==> src/rtl/k_and_s_decode_stage_pkg.sv <==
// K&S decode definitions: one-hot decoded instruction type, opcode constants
// and the opcode lookup shared by the decode stage.
package k_and_s_pkg;

  typedef enum logic [15:0] {
    I_NOP    = 16'h0001,
    I_LOAD   = 16'h0002,
    I_STORE  = 16'h0004,
    I_MOVE   = 16'h0008,
    I_ADD    = 16'h0010,
    I_SUB    = 16'h0020,
    I_AND    = 16'h0040,
    I_OR     = 16'h0080,
    I_BRANCH = 16'h0100,
    I_BZERO  = 16'h0200,
    I_BNZERO = 16'h0400,
    I_BNEG   = 16'h0800,
    I_BNNEG  = 16'h1000,
    I_BOV    = 16'h2000,
    I_BNOV   = 16'h4000,
    I_HALT   = 16'h8000
  } decoded_instruction_type;

  localparam logic [7:0] OPC_NOP    = 8'h00;
  localparam logic [7:0] OPC_BRANCH = 8'h01;
  localparam logic [7:0] OPC_BZERO  = 8'h02;
  localparam logic [7:0] OPC_BNEG   = 8'h03;
  localparam logic [7:0] OPC_BOV    = 8'h05;
  localparam logic [7:0] OPC_BNOV   = 8'h06;
  localparam logic [7:0] OPC_BNNEG  = 8'h0A;
  localparam logic [7:0] OPC_BNZERO = 8'h0B;
  localparam logic [7:0] OPC_LOAD   = 8'h81;
  localparam logic [7:0] OPC_STORE  = 8'h82;
  localparam logic [7:0] OPC_MOVE   = 8'h91;
  localparam logic [7:0] OPC_ADD    = 8'hA1;
  localparam logic [7:0] OPC_SUB    = 8'hA2;
  localparam logic [7:0] OPC_AND    = 8'hA3;
  localparam logic [7:0] OPC_OR     = 8'hA4;
  localparam logic [7:0] OPC_HALT   = 8'hFF;

  typedef struct packed {
    logic                    illegal;
    decoded_instruction_type decoded;
  } decode_t;

  // Unknown opcodes decode as NOP with the illegal flag raised.
  function automatic decode_t opcode_to_decoded(input logic [7:0] opc);
    decode_t d;
    d.illegal = 1'b0;
    d.decoded = I_NOP;
    case (opc)
      OPC_NOP:    d.decoded = I_NOP;
      OPC_BRANCH: d.decoded = I_BRANCH;
      OPC_BZERO:  d.decoded = I_BZERO;
      OPC_BNEG:   d.decoded = I_BNEG;
      OPC_BOV:    d.decoded = I_BOV;
      OPC_BNOV:   d.decoded = I_BNOV;
      OPC_BNNEG:  d.decoded = I_BNNEG;
      OPC_BNZERO: d.decoded = I_BNZERO;
      OPC_LOAD:   d.decoded = I_LOAD;
      OPC_STORE:  d.decoded = I_STORE;
      OPC_MOVE:   d.decoded = I_MOVE;
      OPC_ADD:    d.decoded = I_ADD;
      OPC_SUB:    d.decoded = I_SUB;
      OPC_AND:    d.decoded = I_AND;
      OPC_OR:     d.decoded = I_OR;
      OPC_HALT:   d.decoded = I_HALT;
      default:    d.illegal = 1'b1;
    endcase
    return d;
  endfunction

endpackage

==> src/rtl/k_and_s_decode_stage_if.sv <==
// Fetch-side and execute-side handshakes of the decode stage; the stage
// itself connects through the slave modport.
interface k_and_s_decode_stage_if #(
  parameter int INSTR_W = 16,
  parameter int REG_AW  = 2,
  parameter int ADDR_W  = 5
);
  logic               in_valid;
  logic               in_ready;
  logic [INSTR_W-1:0] in_instr;
  logic               out_valid;
  logic               out_ready;
  logic [15:0]        out_decoded;
  logic [REG_AW-1:0]  out_ra;
  logic [REG_AW-1:0]  out_rb;
  logic [REG_AW-1:0]  out_rc;
  logic [ADDR_W-1:0]  out_addr;
  logic               out_illegal;

  modport master (
    output in_valid, in_instr, out_ready,
    input  in_ready, out_valid, out_decoded, out_ra, out_rb, out_rc,
           out_addr, out_illegal
  );

  modport slave (
    input  in_valid, in_instr, out_ready,
    output in_ready, out_valid, out_decoded, out_ra, out_rb, out_rc,
           out_addr, out_illegal
  );
endinterface

==> src/rtl/k_and_s_decode_stage.sv <==
// K&S instruction decode stage: one-deep elastic register holding the one-hot
// decode and operand fields, with flush, sticky HALT/resume and retire counter.
module k_and_s_decode_stage
  import k_and_s_pkg::*;
#(
  parameter int INSTR_W = 16,
  parameter int OPC_W   = 8,
  parameter int REG_AW  = 2,
  parameter int ADDR_W  = 5,
  parameter int CNT_W   = 16
) (
  input  logic                 clk,
  input  logic                 rst_n,
  k_and_s_decode_stage_if.slave bus,
  input  logic                 flush,
  input  logic                 resume,
  output logic                 halted,
  output logic [CNT_W-1:0]     instr_count
);

  logic [OPC_W-1:0]        opc_p0;
  decode_t                 dec_p0;
  logic                    accept;
  logic                    retire;
  logic                    unused_instr;

  logic                    vld_p1;
  logic                    illegal_p1;
  decoded_instruction_type decoded_p1;
  logic [REG_AW-1:0]       ra_p1;
  logic [REG_AW-1:0]       rb_p1;
  logic [REG_AW-1:0]       rc_p1;
  logic [ADDR_W-1:0]       addr_p1;

  // p0: combinational decode of the presented word
  assign opc_p0       = bus.in_instr[INSTR_W-1 -: OPC_W];
  assign dec_p0       = opcode_to_decoded(8'(opc_p0));
  assign unused_instr = ^bus.in_instr;

  assign bus.in_ready = !halted && !flush && (!vld_p1 || bus.out_ready);
  assign accept       = bus.in_valid && bus.in_ready;
  // A flushed entry leaves without retiring.
  assign retire       = vld_p1 && bus.out_ready && !flush;

  always_ff @(posedge clk) begin
    if (!rst_n) begin
      vld_p1      <= 1'b0;
      halted      <= 1'b0;
      instr_count <= '0;
    end else begin
      if (flush)       vld_p1 <= 1'b0;
      else if (accept) vld_p1 <= 1'b1;
      else if (retire) vld_p1 <= 1'b0;

      if (retire && instr_count != {CNT_W{1'b1}})
        instr_count <= instr_count + 1'b1;

      if (retire && decoded_p1 == I_HALT) halted <= 1'b1;
      else if (resume)                    halted <= 1'b0;
    end
  end

  // p1: registered entry, only reloaded on acceptance so it holds under stall
  always_ff @(posedge clk) begin
    if (!rst_n) begin
      illegal_p1 <= 1'b0;
      decoded_p1 <= I_NOP;
      ra_p1      <= '0;
      rb_p1      <= '0;
      rc_p1      <= '0;
      addr_p1    <= '0;
    end else if (accept) begin
      illegal_p1 <= dec_p0.illegal;
      decoded_p1 <= dec_p0.decoded;
      rc_p1      <= bus.in_instr[REG_AW-1:0];
      rb_p1      <= bus.in_instr[2*REG_AW-1:REG_AW];
      ra_p1      <= bus.in_instr[3*REG_AW-1:2*REG_AW];
      addr_p1    <= bus.in_instr[ADDR_W-1:0];
    end
  end

  assign bus.out_valid   = vld_p1;
  assign bus.out_decoded = decoded_p1;
  assign bus.out_illegal = illegal_p1;
  assign bus.out_ra      = ra_p1;
  assign bus.out_rb      = rb_p1;
  assign bus.out_rc      = rc_p1;
  assign bus.out_addr    = addr_p1;

endmodule

==> src/flat_wrapper.sv <==
// flat-port wrapper written by rule: the top's interface ports become plain ports
module k_and_s_decode_stage_flat import k_and_s_pkg::*;
#(
  parameter int INSTR_W = 16,
  parameter int OPC_W   = 8,
  parameter int REG_AW  = 2,
  parameter int ADDR_W  = 5,
  parameter int CNT_W   = 16
)
  (clk, rst_n, flush, resume, halted, instr_count, bus_in_valid, bus_in_instr, bus_out_ready, bus_in_ready, bus_out_valid, bus_out_decoded, bus_out_ra, bus_out_rb, bus_out_rc, bus_out_addr, bus_out_illegal);
  k_and_s_decode_stage_if #(.INSTR_W(INSTR_W), .REG_AW(REG_AW), .ADDR_W(ADDR_W)) bus_i ();
  input  logic clk;
  input  logic rst_n;
  input  logic flush;
  input  logic resume;
  output logic halted;
  output logic [CNT_W-1:0] instr_count;
  input wire logic [$bits(bus_i.in_valid)-1:0] bus_in_valid;
  input wire logic [$bits(bus_i.in_instr)-1:0] bus_in_instr;
  input wire logic [$bits(bus_i.out_ready)-1:0] bus_out_ready;
  output wire logic [$bits(bus_i.in_ready)-1:0] bus_in_ready;
  output wire logic [$bits(bus_i.out_valid)-1:0] bus_out_valid;
  output wire logic [$bits(bus_i.out_decoded)-1:0] bus_out_decoded;
  output wire logic [$bits(bus_i.out_ra)-1:0] bus_out_ra;
  output wire logic [$bits(bus_i.out_rb)-1:0] bus_out_rb;
  output wire logic [$bits(bus_i.out_rc)-1:0] bus_out_rc;
  output wire logic [$bits(bus_i.out_addr)-1:0] bus_out_addr;
  output wire logic [$bits(bus_i.out_illegal)-1:0] bus_out_illegal;
  assign bus_i.in_valid = bus_in_valid;
  assign bus_i.in_instr = bus_in_instr;
  assign bus_i.out_ready = bus_out_ready;
  assign bus_in_ready = bus_i.in_ready;
  assign bus_out_valid = bus_i.out_valid;
  assign bus_out_decoded = bus_i.out_decoded;
  assign bus_out_ra = bus_i.out_ra;
  assign bus_out_rb = bus_i.out_rb;
  assign bus_out_rc = bus_i.out_rc;
  assign bus_out_addr = bus_i.out_addr;
  assign bus_out_illegal = bus_i.out_illegal;
  k_and_s_decode_stage #(.INSTR_W(INSTR_W), .OPC_W(OPC_W), .REG_AW(REG_AW), .ADDR_W(ADDR_W), .CNT_W(CNT_W)) u_core (.clk(clk), .rst_n(rst_n), .bus(bus_i), .flush(flush), .resume(resume), .halted(halted), .instr_count(instr_count));
endmodule
==> config.mk <==
export PLATFORM = sky130hd
export DESIGN_NAME = k_and_s_decode_stage_flat
export DESIGN_NICKNAME = d
export VERILOG_FILES = /design/src/rtl/k_and_s_decode_stage_pkg.sv /design/src/rtl/k_and_s_decode_stage_if.sv /design/src/rtl/k_and_s_decode_stage.sv /design/src/flat_wrapper.sv
export SDC_FILE = /design/constraint.sdc
export NUM_CORES = 1
export LEC_CHECK = 0
export ABC_AREA = 1
export CAP_MARGIN = 20
export CORE_MARGIN = 5
export CORE_UTILIZATION = 50
export CTS_CLUSTER_SIZE = 40
export DETAILED_ROUTE_END_ITERATION = 6
export PLACE_DENSITY = 0.92
export SETUP_SLACK_MARGIN = 0.05
export SLEW_MARGIN = 20
export SYNTH_ARGS = -nofsm -noshare
export SYNTH_HDL_FRONTEND = slang
export SYNTH_SLANG_ARGS = --single-unit
==> constraint.sdc <==
create_clock -name clk -period 4.15 [get_ports clk]
set_input_delay 0.6225 -clock clk [delete_from_list [all_inputs] [get_ports clk]]
set_output_delay 0.6225 -clock clk [all_outputs]
set_load 0.05 [all_outputs]
### Word level (Yosys, flattened, before mapping)

Index checks and enable logic that the tools add are counted.

| word-level totals | value |
|---|---|
| register bits after elaboration | 46 |
| output and inout bits | 47 |
| logic and storage cells | 50 |

| operators by class | value |
|---|---|
| add/sub/neg operators | 1 |
| eq/ne operators | 17 |
| multiplexer cells | 6 |
| bitwise operators | 1 |
| reduce and logical (&&, ||, !) cells | 16 |

Operators with widths:

| operator | number |
|---|---|
| 16-bit one-hot mux with 15 select lines | 1 |
| 8-bit equality test (second input constant) | 8 |
| 16-bit by 1-bit adder with 16-bit output (second input constant) | 1 |
| 16-bit equality test (second input constant) | 1 |
| 8-bit by 2-bit equality test with 1-bit output (second input constant) | 2 |
| 8-bit by 3-bit equality test with 1-bit output (second input constant) | 2 |
| 8-bit by 4-bit equality test with 1-bit output (second input constant) | 2 |
| 16-bit != test (second input constant) | 1 |
| 16-bit OR reduction | 1 |
| 8-bit by 1-bit equality test with 1-bit output (second input constant) | 1 |
| 8-bit zero test | 1 |
| 1-bit logical AND | 7 |
| 1-bit two-way mux | 5 |
| 2-bit nonzero test | 2 |
| 1-bit zero test | 3 |
| 2-bit OR reduction | 1 |
| 1-bit logical OR | 1 |
| 1-bit NOT | 1 |

### Longest topological paths before layout

Gate-level depths: netlist of the first run.

| depth | value |
|---|---|
| depth after elaboration | 5 |
| depth in mapped cells | 10 |
| depth with buffers taken out | 10 |

### Least setup slack after synthesis of the first run

Ideal clock, no wire load.

| timing path | value |
|---|---|
| path type | in2reg |
| start | in bus_out_ready |
| end | reg u_core.decoded_p1[0] (netlist: u_core.bus.out_decoded[0]) |
| setup time | 0.115 ns |
| data arrival time | 1.953 ns |
| path slack | 2.082 ns |
| cell stages on the path | 6 |
| cell sequence | nor2_1 nor3_2 nand2_2 buf_2 a21oi_1 nand2_1 |

| between the ends | value |
|---|---|
| word-level cells in the longest chain between the ends | 3 |

RTL lines:

| item | line | source |
|---|---|---|
| start: declaration | flat_wrapper.sv:20 | `input wire logic [$bits(bus_i.out_ready)-1:0] bus_out_ready;` |
| 1-bit logical OR | k_and_s_decode_stage.sv:40 | `assign bus.in_ready = !halted && !flush && (!vld_p1 \|\| bus.out_ready);` |
| 1-bit logical AND | k_and_s_decode_stage.sv:40 |  |
| via bus_in_ready | flat_wrapper.sv:21 | `output wire logic [$bits(bus_i.in_ready)-1:0] bus_in_ready;` |
| 1-bit logical AND | k_and_s_decode_stage.sv:41 | `assign accept = bus.in_valid && bus.in_ready;` |
| end signal: assignment | k_and_s_decode_stage.sv:74 | `decoded_p1 <= dec_p0.decoded;` |
| end: declaration | k_and_s_decode_stage.sv:29 | `decoded_instruction_type decoded_p1;` |

The timed path passes the listed nets, and every way through them passes these cells.
A chain may end at the register's enable or synchronous reset.

### Worst setup path after layout of the first run

| timing path | value |
|---|---|
| start | in bus_out_ready |
| end | out bus_in_ready |

| between the ends | value |
|---|---|
| word-level cells in the longest chain between the ends | 2 |

RTL lines:

| item | line |
|---|---|
| 1-bit logical OR | k_and_s_decode_stage.sv:40 |
| 1-bit logical AND | k_and_s_decode_stage.sv:40 |
| end: declaration | flat_wrapper.sv:21 |

No other way between the ends.

==> summary.txt, run 1 <==
Run status
  – Status: completed

Finish
  – Proportion of layout cells with a drive suffix above 1: 6.789%
  – # diodes: 0
  – Most common cell after layout, fill and taps aside: nand2_1
  – Area Growth Syn to Fin: 32.44%
  – Most frequent cells in the layout: 93 x nand2_1, 66 x clkdlybuf4s50_1, 52 x nor2_1
  – Nets: 405

Clock network
  – CTS tree: done
  – Clk root buf: clkbuf_8
  – Clock slew at reported path FFs: ~0.080 ns
  – Postcts setup bufs: 0
  – CTS sink count: 41
  – CTS H-tree lvls: 2
  – CTS max path bufs: 2
  – Worst-Skew Late Latency: approximately 0.30 ns
  – CTS Buf Count: 5
  – # hold bufs at CTS: 0
  – Post_cts resized: 0

Yosys
  – Yosys warns: 0
  – Post-synth top area share: a little under two fifths
  – Cells after Synth: 324
  – Synth area leaders: dfxtp_1 38%, nand2_1 16%, nor2_1 9.0%
  – Synth area leader: dfxtp_1
  – Seq/Total Area, Yosys: approximately two fifths
  – Synth Net Count: around 350
  – Post-synthesis cell area: ~0.0022 sq mm
  – Yosys cell types: 32
  – Syn avg cell area: 6.665 sq um
  – #FFs+latches synth: 41

Timing
  – Slew @ Worst Pin: 0.7053 ns
  – Tcrit/Tclk final: 67.57%
  – Worst Clk Skew: 0.006522 ns
  – Worst slew margin: approximately 53%
  – Fin crit period: roughly 2.8 ns
  – RSZ-0062 raised after global routing: no
  – Pins Over Slew Limit: 0
  – Final setup violating endpoints: 0
  – Max Fclk: 0.3566 GHz
  – Final hold vios: 0
  – Setup TNS: 0 ns

Critical path
  – Worst Setup Path Type: input port to output port
  – Maximum fanout along the worst path: 2
  – Worst Path Required: 3.53 ns
  – Critical path data arrival time: around 2.2 ns
  – Crit start category: input port
  – Critical Path End Type: output port

Power
  – Leak: 1.103 nW
  – Power per cell area: around 290 mW/mm^2
  – Total power: ~0.00082 W
  – Maximum VDD drop: 0.1834 mV

Routing
  – Vias per Instance: between 5 and 6
  – DRC errors left: 0
  – Detailed Routing Iterations Pass 1: 4
  – Routed WL: 5.227 mm
  – Vias: 2186
  – First DRT Iteration DRCs: around 150
  – WL/cell: approximately 12 um
  – Antenna viol nets, final: 0

Floorplan
  – Die H: between 70 and 80 um
  – Core area: around 0.0043 sq mm
  – DIE AREA: 0.005734 sq mm
  – Die X: 75.72 um
  – Initial Util: 50.65%
  – Row cnt: 24
  – IO Pins: 69

Place
  – Port buffer count: 66
  – Dpl hpwl: 3.951 mm
  – Gpl congestion: between 0.8 and 0.9

Global routing
  – Met1 Track Usage GR: 22.03%
  – Met2 usage: about a third
  – First-pass GRT wire length: 8.721 mm
  – Met3 usage: under 10%
  – Number of global-route vias before repair: 2025
  – Congestion Overflow GR: 0
  – Initial antenna violation count: 0
  – GRT Util Overall: 19.74%
  – Largest net degree at the start of global routing: 31
  – Grt peak-use layer: met2

Min path
  – Type of the worst min-delay path: flop to flop

Job
  – MaxCap Viol Count: 0
[state kept, by name, indices dropped and copies added (netlist names)]
signal and cells:
u_core.bus.out_valid 1, u_core.bus.out_decoded 16, u_core.bus.out_illegal 1, u_core.bus.out_addr 4, u_core.bus.out_ra 2, u_core.halted 1, u_core.instr_count 16
[cells by family (layout without fill, tap and decap cells)]
family	count (synthesis)	count (layout)	synth area share, %
AND/OR/NAND/NOR	178	178	35.75
AO/OA/AOI/OAI	54	54	13.27
buffers and inverters	45	104	10.37
flip-flops	41	41	38.01
XOR/XNOR	5	5	2.028
adder cells (fa/ha/maj)	1	1	0.5793
[metal layers]
metal	wire length, um	part of all wire, %
met5	0	0
met4	83	1.6
met3	388	7.4
met2	2622	50
met1	2133	41
[layout make-up]
type                            count  area, sq um
Clock buffer                        5        68.82
Inverter                           30        112.6
Clock inverter                      3        17.52
Multi-Input combinational cell    238         1115
Sequential cell                    41        820.8
Fill cell                         383         1404
Tap cell                           52        65.06
Timing Repair Buffer               66        660.6
[path summary, 6_finish.rpt]
kind	startpoint	to	slack (ns)	cells after the start
max	bus_out_ready	bus_in_ready	1.35	4
min	u_core.bus.out_ra[1]	u_core.bus.out_ra[1]	0.46	2
max reg2reg	u_core.instr_count[1]	u_core.instr_count[11]	2.48	8
min reg2reg	u_core.bus.out_ra[1]	u_core.bus.out_ra[1]	0.46	2
[Yosys cell counts, drive strengths merged]
cell type	number
nand3	12
xor2	4
nor2	55
nor4	2
o21ai	21
dfxtp	41
clkbuf	3
nand3b	1
ha	1
nand4	3
a211oi	1
nor3b	1
nand2	95
buf	12
a21oi	31
o21bai	1
xnor2	1
nor3	9
inv	30
[worst max-delay path, stage by stage]
cell and delay [ns]:
clkdlybuf4s50_1 0.48, nor2_1 0.06, nor3_2 0.16, clkdlybuf4s50_1 0.85
[stage by stage]
stage          area (sq um)  worst slack (ns)  cells  utilization, %  hold WS [ns]
5_1_grt                2860             1.285    435           67.08        0.4926
2_1_floorplan          2160             2.082    324               -        0.6872
6_report               2860             1.346    435           67.08        0.4639
3_5_place_dp           2774             1.342    427           65.05        0.4573
3_3_place_gp           2774             1.393    427           65.05        0.4514
4_1_cts                2860             1.340    435           67.08        0.4686
[report_power, final]
part	switching (W)	internal [W]
Clock	0.000144	0.000116
Sequential	0.00000871	0.000405
Combinational	0.0000959	0.0000526
(Power assumes the default switching activity.)
==> run 2, diff against run 1 <==
--- a/config.mk
+++ b/config.mk
@@ -8,10 +8,10 @@
 export ABC_AREA = 1
 export CAP_MARGIN = 20
 export CORE_MARGIN = 5
-export CORE_UTILIZATION = 50
+export CORE_UTILIZATION = 46
 export CTS_CLUSTER_SIZE = 40
 export DETAILED_ROUTE_END_ITERATION = 6
-export PLACE_DENSITY = 0.92
+export PLACE_DENSITY = 0.86
 export SETUP_SLACK_MARGIN = 0.05
 export SLEW_MARGIN = 20
 export SYNTH_ARGS = -nofsm -noshare
==> constraint.sdc (replaced) <==
create_clock -name clk -period 2.6 [get_ports clk]
set_input_delay 0.39 -clock clk [delete_from_list [all_inputs] [get_ports clk]]
set_output_delay 0.39 -clock clk [all_outputs]
set_load 0.05 [all_outputs]
==> run 2 against run 1 <==
Utilization decreased by 4.0 points. Worst setup slack got worse by 0.72 ns. Sequential share of layout area decreased by 0.58 points. Non-clock buffer count increased by 1. Critical path type is now flop to output port. Largest cell class unchanged. Highest routed layer unchanged.
==> summary.txt, run 2 (synthesis gave the netlist of run 1 again) <==
Place
  – Dpl hpwl: 3.939 mm
  – Port buffer count: 66
  – Gpl congestion: 0.9331

Clock network
  – CTS H-tree lvls: 2
  – Postcts setup bufs: 0
  – Clk root buf: clkbuf_8
  – CTS tree: done
  – Post_cts resized: 0
  – CTS Buf Count: 5
  – Worst-Skew Late Latency: 0.30 ns
  – # hold bufs at CTS: 0
  – CTS sink count: 41
  – Clock slew at reported path FFs: 0.09 ns
  – CTS max path bufs: 2

Job
  – MaxCap Viol Count: 0

Finish
  – # diodes: 0
  – Most common cell after layout, fill and taps aside: nand2_1
  – Multi-input logic area: 0.001115 sq mm
  – Proportion of layout cells with a drive suffix above 1: 7.292%
  – FF/Latch Area: 820.8 sq um
  – Fillers: 438
  – Nets: between 400 and 500
  – Area Growth Syn to Fin: 35.17%
  – Most frequent cells in the layout: 93 x nand2_1, 65 x clkdlybuf4s50_1, 52 x nor2_1

Timing
  – Max Fclk: 0.5070 GHz
  – Worst slew margin: 52.89%
  – Slew @ Worst Pin: 0.7058 ns
  – Tcrit/Tclk final: between 70% and 80%
  – Worst Hold Margin: around 0.47 ns
  – Final hold vios: 0
  – RSZ-0062 raised after global routing: no
  – Final setup violating endpoints: 0
  – Setup TNS: 0 ns
  – Pins Over Slew Limit: 0
  – Fin crit period: roughly 2.0 ns
  – Worst Clk Skew: 0.003687 ns

Global routing
  – Congestion Overflow GR: 0
  – Initial antenna violation count: 0
  – Number of global-route vias before repair: 2067
  – First-pass GRT wire length: roughly 9.0 mm
  – GRT Util Overall: a little under a fifth
  – Largest net degree at the start of global routing: 31

Critical path
  – CP Depth: 1
  – Crit path cell chain: clkdlybuf4s50_1
  – Critical Path End Type: output port
  – R2R depth: 8
  – Maximum fanout along the worst path: 5
  – Critical path data arrival time: 1.58 ns
  – Crit start category: flop
  – Worst Setup Path Type: flop to output port
  – CP top delay family: buffers and inverters
  – Crit path largest cell delay: 0.85 ns
  – Buffers & Inverters on Critical Path: 1
  – CP max stage cell: clkdlybuf4s50_1
  – Worst Path Required: 2.21 ns

Min path
  – Type of the worst min-delay path: flop to flop
  – Worst Hold Path Cells: 2

Power
  – Leak: roughly 1.1 nW
  – Total power: 0.001526 W
  – Power per cell area: 522.7 mW/mm^2
  – Maximum VDD drop: 0.3942 mV

Routing
  – Routed WL: roughly 5.3 mm
  – Vias per Instance: roughly 5.0
  – First DRT Iteration DRCs: 86
  – Antenna viol nets, final: 0
  – Detailed Routing Iterations Pass 1: 5
  – Vias: ~2200
  – WL/cell: 12.13 um
  – DRC errors left: 0

Floorplan
  – Row cnt: 25
  – Initial Util: 46.65%
  – DIE AREA: a little over 0.006 sq mm
  – Die X: 78.52 um
  – IO Pins: 69
  – Die H: 78.52 um
  – Core area: approximately 0.0046 sq mm

Run status
  – Status: completed
-- run 2: changes by cell type in the layout (fill, tap and decap cells not counted) --
cell             delta
buf_4               +2
bufinv_16           +2
clkdlybuf4s50_1     -1
clkinv_2            -2
clkinvlp_4          -1
inv_6               +1
-- run 2: path summary, 6_finish.rpt --
path                              start                     end  slack, ns
hold reg to reg    u_core.bus.out_ra[1]    u_core.bus.out_ra[1]       0.47
setup / recovery  u_core.instr_count[2]          instr_count[2]       0.63
hold / removal     u_core.bus.out_ra[1]    u_core.bus.out_ra[1]       0.47
setup reg to reg  u_core.instr_count[0]  u_core.instr_count[13]       0.92
-- run 2: layout make-up --
cell class	instances	area share, %
multi-input cells	238	38.19
clock buffers	5	2.357
well taps	54	2.315
repair buffers	67	22.80
inverters	30	3.858
flip-flops and latches	41	28.12
clock inverters	3	2.357
-- run 2: tightest hold or removal path: cells and delay by family (launching register included) --
kind               cells  cell delay [ns]
DFF                    1             0.32
AOI/OAI and AO/OA      1             0.06
and+or+nand+nor        1             0.06
-- run 2: routing by layer --
| metal | part of all wire [%] | global-route usage [%] | up-vias |
|---|---|---|---|
| met3 | 6.0 | 5.849 | 7 |
| met4 | 1.5 | 6.119 | 0 |
| met5 | 0 | 0 | - |
| met1 | 41 | 19.83 | 993 |
| li1 | - | - | 1143 |
| met2 | 51 | 32.68 | 51 |
-- run 2: power breakdown --
group	total [W]	leakage [nW]	internal (W)	switching, W
Clock	0.000628	0.0687	0.000387	0.000242
Combinational	0.000238	0.732	0.0000847	0.000154
Sequential	0.000659	0.333	0.000646	0.0000131
-- run 2: through the flow --
stage | util [%] | worst slack (ns) | cells | cell area, sq um
after global placement | 60.08 | 0.5268 | 430 | 2781
after floorplan | - | 0.5496 | 324 | 2160
after detailed placement | 60.08 | 0.4375 | 430 | 2781
final | 63.05 | 0.6277 | 438 | 2919
after CTS | 63.05 | 0.6025 | 438 | 2919
after global routing | 63.05 | 0.5509 | 438 | 2919
